### src/rtl/multicycle_controller.sv
// Multi-cycle RV32I(+M) main control FSM: sequences FETCH/DECODE/EXEC/MEM/WB over a shared
// datapath with ready-handshaked memory, optional MUL/DIV wait, wait timeout and illegal trap.
module multicycle_controller #(
    parameter bit ENABLE_M     = 1'b1,
    parameter int WAIT_TIMEOUT = 64
) (
    input  logic       clk_i,
    input  logic       rst_i,
    input  logic [6:0] opcode_i,
    input  logic [6:0] funct7_i,
    input  logic       mem_ready_i,
    input  logic       muldiv_done_i,
    output logic [2:0] state_o,
    output logic       mem_req_o,
    output logic       mem_we_o,
    output logic       iord_o,
    output logic       ir_write_o,
    output logic       pc_write_o,
    output logic       reg_write_o,
    output logic [1:0] alu_op_o,
    output logic       alu_src_o,
    output logic       mem_to_reg_o,
    output logic       branch_o,
    output logic       jump_o,
    output logic       jalr_o,
    output logic       lui_o,
    output logic       auipc_o,
    output logic       muldiv_start_o,
    output logic       illegal_o,
    output logic       bus_fault_o
);

    localparam int TMO_W = (WAIT_TIMEOUT > 0) ? $clog2(WAIT_TIMEOUT + 1) : 1;
    localparam logic [TMO_W-1:0] TMO_LAST = TMO_W'((WAIT_TIMEOUT > 0) ? WAIT_TIMEOUT - 1 : 0);

    typedef enum logic [2:0] {
        S_IDLE, S_FETCH, S_DECODE, S_EXEC, S_MEM, S_WB, S_MULDIV, S_TRAP
    } state_t;

    typedef enum logic [3:0] {
        C_R, C_I, C_LOAD, C_STORE, C_BRANCH, C_JAL, C_JALR, C_LUI, C_AUIPC, C_MULDIV
    } cls_t;

    state_t           state_q, state_next;
    cls_t             cls_q, dec_cls;
    logic             dec_illegal;
    logic [TMO_W-1:0] tmo_cnt_q;
    logic             illegal_q, bus_fault_q;
    logic             wait_state, wait_ready, tmo_hit;

    always_comb begin
        dec_cls     = C_R;
        dec_illegal = 1'b0;
        case (opcode_i)
            7'b0110011: begin
                if (funct7_i == 7'b0000001) begin
                    if (ENABLE_M) dec_cls = C_MULDIV;
                    else          dec_illegal = 1'b1;
                end
            end
            7'b0010011: dec_cls = C_I;
            7'b0000011: dec_cls = C_LOAD;
            7'b0100011: dec_cls = C_STORE;
            7'b1100011: dec_cls = C_BRANCH;
            7'b1101111: dec_cls = C_JAL;
            7'b1100111: dec_cls = C_JALR;
            7'b0110111: dec_cls = C_LUI;
            7'b0010111: dec_cls = C_AUIPC;
            default:    dec_illegal = 1'b1;
        endcase
    end

    // Ready/done only matter inside the state that is waiting for them.
    assign wait_state = (state_q == S_FETCH) || (state_q == S_MEM) || (state_q == S_MULDIV);
    assign wait_ready = (state_q == S_MULDIV) ? muldiv_done_i : mem_ready_i;
    assign tmo_hit    = (WAIT_TIMEOUT > 0) && (tmo_cnt_q == TMO_LAST);

    // NOTE: sequential state uses non-blocking assignments so every register samples pre-edge values.
    always_ff @(posedge clk_i or posedge rst_i) begin
        if (rst_i) state_q <= S_IDLE;
        else       state_q <= state_next;
    end

    always_ff @(posedge clk_i or posedge rst_i) begin
        if (rst_i) begin
            cls_q       <= C_R;
            tmo_cnt_q   <= '0;
            illegal_q   <= 1'b0;
            bus_fault_q <= 1'b0;
        end else begin
            if (state_q == S_DECODE) cls_q <= dec_cls;
            if (state_next != state_q) tmo_cnt_q <= '0;
            else if (wait_state)       tmo_cnt_q <= tmo_cnt_q + TMO_W'(1);
            if (state_q == S_DECODE && dec_illegal) illegal_q <= 1'b1;
            if (wait_state && !wait_ready && tmo_hit) bus_fault_q <= 1'b1;
        end
    end

    always_comb begin
        state_next = state_q;
        case (state_q)
            S_IDLE:   state_next = S_FETCH;
            S_FETCH:  if (wait_ready) state_next = S_DECODE;
                      else if (tmo_hit) state_next = S_TRAP;
            S_DECODE: state_next = dec_illegal ? S_TRAP : S_EXEC;
            S_EXEC: begin
                case (cls_q)
                    C_LOAD, C_STORE: state_next = S_MEM;
                    C_BRANCH:        state_next = S_FETCH;
                    C_MULDIV:        state_next = S_MULDIV;
                    default:         state_next = S_WB;
                endcase
            end
            S_MEM:    if (wait_ready) state_next = (cls_q == C_LOAD) ? S_WB : S_FETCH;
                      else if (tmo_hit) state_next = S_TRAP;
            S_MULDIV: if (wait_ready) state_next = S_WB;
                      else if (tmo_hit) state_next = S_TRAP;
            S_WB:     state_next = S_FETCH;
            default:  state_next = S_TRAP;
        endcase
    end

    // NOTE: every output gets a default first so no path through the case can infer a latch.
    always_comb begin
        mem_req_o      = 1'b0;
        mem_we_o       = 1'b0;
        iord_o         = 1'b0;
        ir_write_o     = 1'b0;
        pc_write_o     = 1'b0;
        reg_write_o    = 1'b0;
        alu_op_o       = 2'b00;
        alu_src_o      = 1'b0;
        mem_to_reg_o   = 1'b0;
        branch_o       = 1'b0;
        jump_o         = 1'b0;
        jalr_o         = 1'b0;
        lui_o          = 1'b0;
        auipc_o        = 1'b0;
        muldiv_start_o = 1'b0;

        // Class controls stay stable from EXEC through WB for the shared datapath.
        if (state_q inside {S_EXEC, S_MEM, S_MULDIV, S_WB}) begin
            case (cls_q)
                C_R:     alu_op_o = 2'b10;
                C_I:     begin alu_src_o = 1'b1; alu_op_o = 2'b11; end
                C_LOAD:  begin alu_src_o = 1'b1; mem_to_reg_o = 1'b1; end
                C_STORE: alu_src_o = 1'b1;
                C_JAL:   begin alu_src_o = 1'b1; jump_o = 1'b1; end
                C_JALR:  jalr_o = 1'b1;
                C_LUI:   begin alu_src_o = 1'b1; lui_o = 1'b1; end
                C_AUIPC: begin alu_src_o = 1'b1; auipc_o = 1'b1; end
                default: ;
            endcase
        end

        case (state_q)
            S_FETCH: begin
                mem_req_o  = 1'b1;
                iord_o     = 1'b1;
                ir_write_o = mem_ready_i;
                pc_write_o = mem_ready_i;
            end
            S_EXEC: begin
                if (cls_q == C_BRANCH) begin
                    branch_o = 1'b1;
                    alu_op_o = 2'b01;
                end
                muldiv_start_o = (cls_q == C_MULDIV);
            end
            S_MEM: begin
                mem_req_o = 1'b1;
                mem_we_o  = (cls_q == C_STORE);
            end
            S_WB: begin
                reg_write_o = 1'b1;
                pc_write_o  = (cls_q == C_JAL) || (cls_q == C_JALR);
            end
            default: ;
        endcase
    end

    assign state_o     = state_q;
    assign illegal_o   = illegal_q;
    assign bus_fault_o = bus_fault_q;

endmodule

### config.mk
export PLATFORM = sky130hd
export DESIGN_NAME = multicycle_controller
export DESIGN_NICKNAME = d
export VERILOG_FILES = /design/src/rtl/multicycle_controller.sv
export SDC_FILE = /design/constraint.sdc
export NUM_CORES = 1
export LEC_CHECK = 0
export ABC_AREA = 1
export CORE_MARGIN = 1
export CORE_UTILIZATION = 41
export DETAILED_ROUTE_END_ITERATION = 10
export PLACE_DENSITY = 0.77
export SLEW_MARGIN = 20
export SYNTH_ARGS = -nofsm -noshare
export SYNTH_HDL_FRONTEND = slang
export SYNTH_SLANG_ARGS = --single-unit
### constraint.sdc
create_clock -name clk_i -period 2.5 [get_ports clk_i]
set_input_delay 0.375 -clock clk_i [delete_from_list [all_inputs] [get_ports clk_i]]
set_output_delay 0.375 -clock clk_i [all_outputs]
set_load 0.03 [all_outputs]
# After elaboration in Yosys (flattened, before gate mapping)
# Index checks and enable logic that the tools add are counted.
[classes]
add_sub_neg = 1
mul = 0
div = 0
n_lt_le_gt_ge = 0
n_eq_ne = 27
n_shift = 0
muxes = 39
n_bitwise = 0
n_reduce_logical = 16
[ops]
columns = ["operator", "count"]
rows = [
  ["$pmux W4 S9", 1],
  ["$eq A7 B6 Y1 const B", 4],
  ["$mux W1", 22],
  ["$eq A7 B7 Y1 const B", 3],
  ["$mux W3", 6],
  ["$pmux W3 S6", 1],
  ["$eq A4 B3 Y1 const B", 4],
  ["$eq A7 B5 Y1 const B", 2],
  ["$mux W7", 2],
  ["$eq A3 B3 Y1 const B", 3],
  ["$pmux W3 S3", 1],
  ["$reduce_or A9 Y1", 1],
  ["$eq A4 B2 Y1 const B", 2],
  ["$eq A4 B4 Y1 const B", 2],
  ["$add A7 B1 Y7 const B", 1],
  ["$eq A7 B1 Y1 const B", 1],
  ["$eq A7 B2 Y1 const B", 1],
  ["$eq A3 B2 Y1 const B", 2],
  ["$mux W2", 3],
  ["$reduce_or A2 Y1", 3],
  ["$reduce_or A6 Y1", 1],
  ["$eq A4 B1 Y1 const B", 1],
  ["$logic_not A4 Y1", 1],
  ["$mux W4", 1],
  ["10 further kinds", 14],
]
[word_totals]
regBits = 16
latchBits = 0
ram_bits = 0
rom_bits = 0
inputBits = 18
out_inout_bits = 21
elab_cells = 88
n_memories = 0

# Longest topological paths before layout
[depth]
ltp_word = 6
mapped_depth = 13
mapped_depth_nobuf = 12

# Least setup slack after synthesis
# Ideal clock, no wire load.
[synth_timing]
kind = "register to output"
startpoint = "register state_q[2], in the netlist state_o[2]"
endpoint = "output port alu_op_o[0]"
t_arrival_ns = 2.502
setup_slack_ns = -0.377
stages_incl_launch_ff = 8
n_path_buf = 1
path_cell_list = "dfrtp_1 -> buf_6 -> inv_6 -> nor3_2 -> nor3_2 -> nor4_2 -> nand2_1 -> o21ai_0"
[synth_via]
elab_chain_cells = 5
[synth_lines]
columns = ["element", "line_no", "rtl"]
rows = [
  ["from (decl)", "44", "state_t state_q, state_next;"],
  ["from (signal assigned)", "81", "else state_q <= state_next;"],
  ["$eq A3 B2 Y1 / $eq A3 B3 Y1 (equally long branches)", "142, 156", ""],
  ["$reduce_bool A4 Y1", "142", "if (state_q inside {S_EXEC, S_MEM, S_MULDIV, S_WB}) begin"],
  ["$mux W2", "142", ""],
  ["$mux W2", "164", "if (cls_q == C_BRANCH) begin"],
  ["$mux W2 *", "156", "case (state_q)"],
  ["to (decl)", "20", "output logic [1:0] alu_op_o,"],
]
# Every way passes the cells marked *; elsewhere a longest branch is shown, timed or not.

# Worst setup path in the final report
[layout_timing]
startpoint = "register state_q[0], in the netlist state_o[0]"
endpoint = "output port jump_o"
[layout_via]
elab_chain_cells = 3
[layout_lines]
columns = ["element", "line_no", "rtl"]
rows = [
  ["$eq A3 B2 Y1 / $eq A3 B3 Y1 (equally long branches)", "142", ""],
  ["$reduce_bool A4 Y1 *", "142", ""],
  ["$mux W1 *", "142", ""],
  ["to (decl)", "24", "output logic jump_o,"],
]
# Marked as above.

==> run_results.csv <==
group,metric,value,unit
setup_path,endpoint_kind,"output port",
timing,worstMarginPinSlew,605,ps
power,power_density,254,mW/mm2
route,post_drt_wl_per_cell,11.2,um
synth,syn_inst,199,
synth,synth_top_family_by_area,"simple AND/OR/NAND/NOR gates",
die,rows,20,
placement,place_congestion,0.845,
timing,rsz0062_at_grt,"false",
finish,postLayoutCellArea,0.00187,mm2
global_route,grt_pass1_wl,5490,um
finish,drive_gt1_frac,0.161,
route,vias_per_cell,4.94,
job,drv_cap,0,
synth,synthDistinctLibCells,33,
synth,synth_nets,218,
min_path,hold_class,"primary input to async pin",
timing,max_freq,423,MHz
clock_network,cts_root_buffer,"clkbuf_4",
setup_path,cp_top_family,"buffers and inverters",
timing,drv_slew,0,
synth,ys_warn_count,0,
finish,final_util,0.604,
clock_network,path_clk_slew,90,ps
clock_network,cts-htree-levels,1,
run_status,status,"complete, no violations",
setup_path,path_class,"register to output port",
timing,fin_worst_skew,1.52,ps
setup_path,startpoint_type,"register",
setup_path,path_buf_inv,2,
die,initial_core_util,0.441,
route,drtIter0Drc,67,
timing,post-route-min-period,2360,ps
synth,synth_fa_ha_area_frac,0.00915,
clock_network,clockBufferDepth,2,
die,coreArea,0.00310,mm2
setup_path,max_stage_delay,590,ps
timing,max_slew_margin,0.596,
synth,synth_top_area_share,0.293,
route,drc,0,
global_route,antenna_found_initial,0,
placement,dpl_cell_area,0.00181,mm2
finish,area_delta_synth_final,37.1,%
route,dr.pass1.iters,4,
clock_network,cts_sinks,16,
route,totalWireLength,3220,um
die,dieArea,0.00357,mm2
placement,placedCellCount,282,
synth,syn_area,0.00137,mm2
synth,ys_ff_latch,16,
finish,layout_commonest_cell,"nand2_1",
synth,synth_xor_area_frac,0.0256,
timing,setup_viol,0,
setup_path,required,2120,ps
synth,synth_simple_gate_area_frac,0.468,
power,total_leakage_power,0.923,nW
power,vdd_drop_max,0.299,mV
clock_network,cts_tree,"yes",
timing,finalHoldViolCount,0,
global_route,grtUsageTotal,0.199,
global_route,grt_max_degree,17,
finish,antenna_cells,0,
finish,final_cell_mix,"nand2_1 (42), nor2_1 (30), clkdlybuf4s50_1 (30)",
finish,fin_cells,286,
timing,period_share,0.946,
synth,ys_seq_area_frac,0.293,
die,io_pins,39,
setup_path,worst_path_max_delay_cell,"clkdlybuf4s50_1",
synth,synth.avg_cell_area,6.87,um2
clock_network,clock_latency,280,ps
setup_path,crit_chain,"nand3_2 -> inv_2 -> nor3_4 -> nor2_1 -> clkdlybuf4s50_1",
synth,synthTopCellsByArea,"dfrtp_1 (29%), nand2_1 (12%), nor2_1 (8.2%)",
route,antenna_left,0,
synth,synth_mux_area_frac,0,
timing,tns,0,ps
setup_path,arrival,1990,ps
placement,dpl.hpwl,2570,um
synth,synth_compound_area_frac,0.101,
synth,yosysTopAreaCell,"dfrtp_1",
die,die_width,59.8,um
clock_network,numCtsBuffers,3,
setup_path,crit_fanout,7,
finish,nets,262,
global_route,grt_pass1_vias,1299,
placement,portBuffers,38,
die,dieHeight,59.8,um
global_route,overflow,0,
route,num_vias,1413,
-- worst paths after layout --
check / from / end / slack, ps / cells past startpoint
max in group asynchronous: rst_i / state_o[0] / 1620 / 2
worst max register to register: state_o[1] / tmo_cnt_q[3] / 750 / 11
worst min-delay path: rst_i / tmo_cnt_q[4] / 450 / 2
min in group clk_i: illegal_o / illegal_o / 480 / 2
worst min register to register: illegal_o / illegal_o / 480 / 2
worst max-delay path: state_o[0] / jump_o / 140 / 5
-- routing by layer --
layer	track usage	wire length, um
met1	0.268	1530
met4	0.0532	21
met3	0.0238	108
met5	0	0
met2	0.337	1560
-- state kept, by name, indices dropped and copies added (netlist names) --
name         flops
bus_fault_o      1
cls_q            4
state_o          3
illegal_o        1
tmo_cnt_q        7
-- cell families after synthesis --
group                    after synthesis
adder cells (fa/ha/maj)                1
buffers and inverters                 29
flip-flops                            16
AO/OA/AOI/OAI                         24
AND/OR/NAND/NOR                      125
XOR/XNOR                               4
-- Yosys cell counts, drive strengths merged --
cell type	number
dfrtp	16
nor2	36
nor4	1
a21o	1
ha	1
o21bai	1
inv	26
a41oi	1
nand3b	2
or3	1
or2	1
o21ai	10
xnor2	2
nor3	9
buf	3
a31o	1
xor2	2
nand3	24
a21oi	9
o22ai	1
nand2	45
nand4	6
-- power by group --
group / total [W] / internal (W) / leakage [nW] / switching, W
clock: 0.000167 / 0.0000886 / 0.0210 / 0.0000779
combinational: 0.0000515 / 0.0000288 / 0.721 / 0.0000227
sequential: 0.000259 / 0.000259 / 0.181 / 0
-- final cells by class --
cell class | instances | area, um2
clock buffer | 4 | 36.3
fill | 297 | 1230
inverter | 26 | 108
multi-input combinational | 154 | 847
sequential | 16 | 402
tap | 44 | 55.1
timing repair buffer | 42 | 427
-- stage by stage --
stage / power [W] / hold slack (ps) / setup WS [ps]
CTS: 0.000484 / 471 / 70.0
global placement: 0.000315 / 448 / 177
global route: 0.000501 / 497 / 6.03
finish: 0.000477 / 453 / 136
detailed placement: 0.000316 / 455 / 149
floorplan: 0.000282 / 289 / 9.38
-- repair_timing --
item	in CTS	in global routing
setup endpoints to repair	8	7
gates resized for setup	3	7
setup buffers	0	0
endpoints found under the hold margin	0	0
hold buffers	0	0
Power figures use the tool's default switching activity.
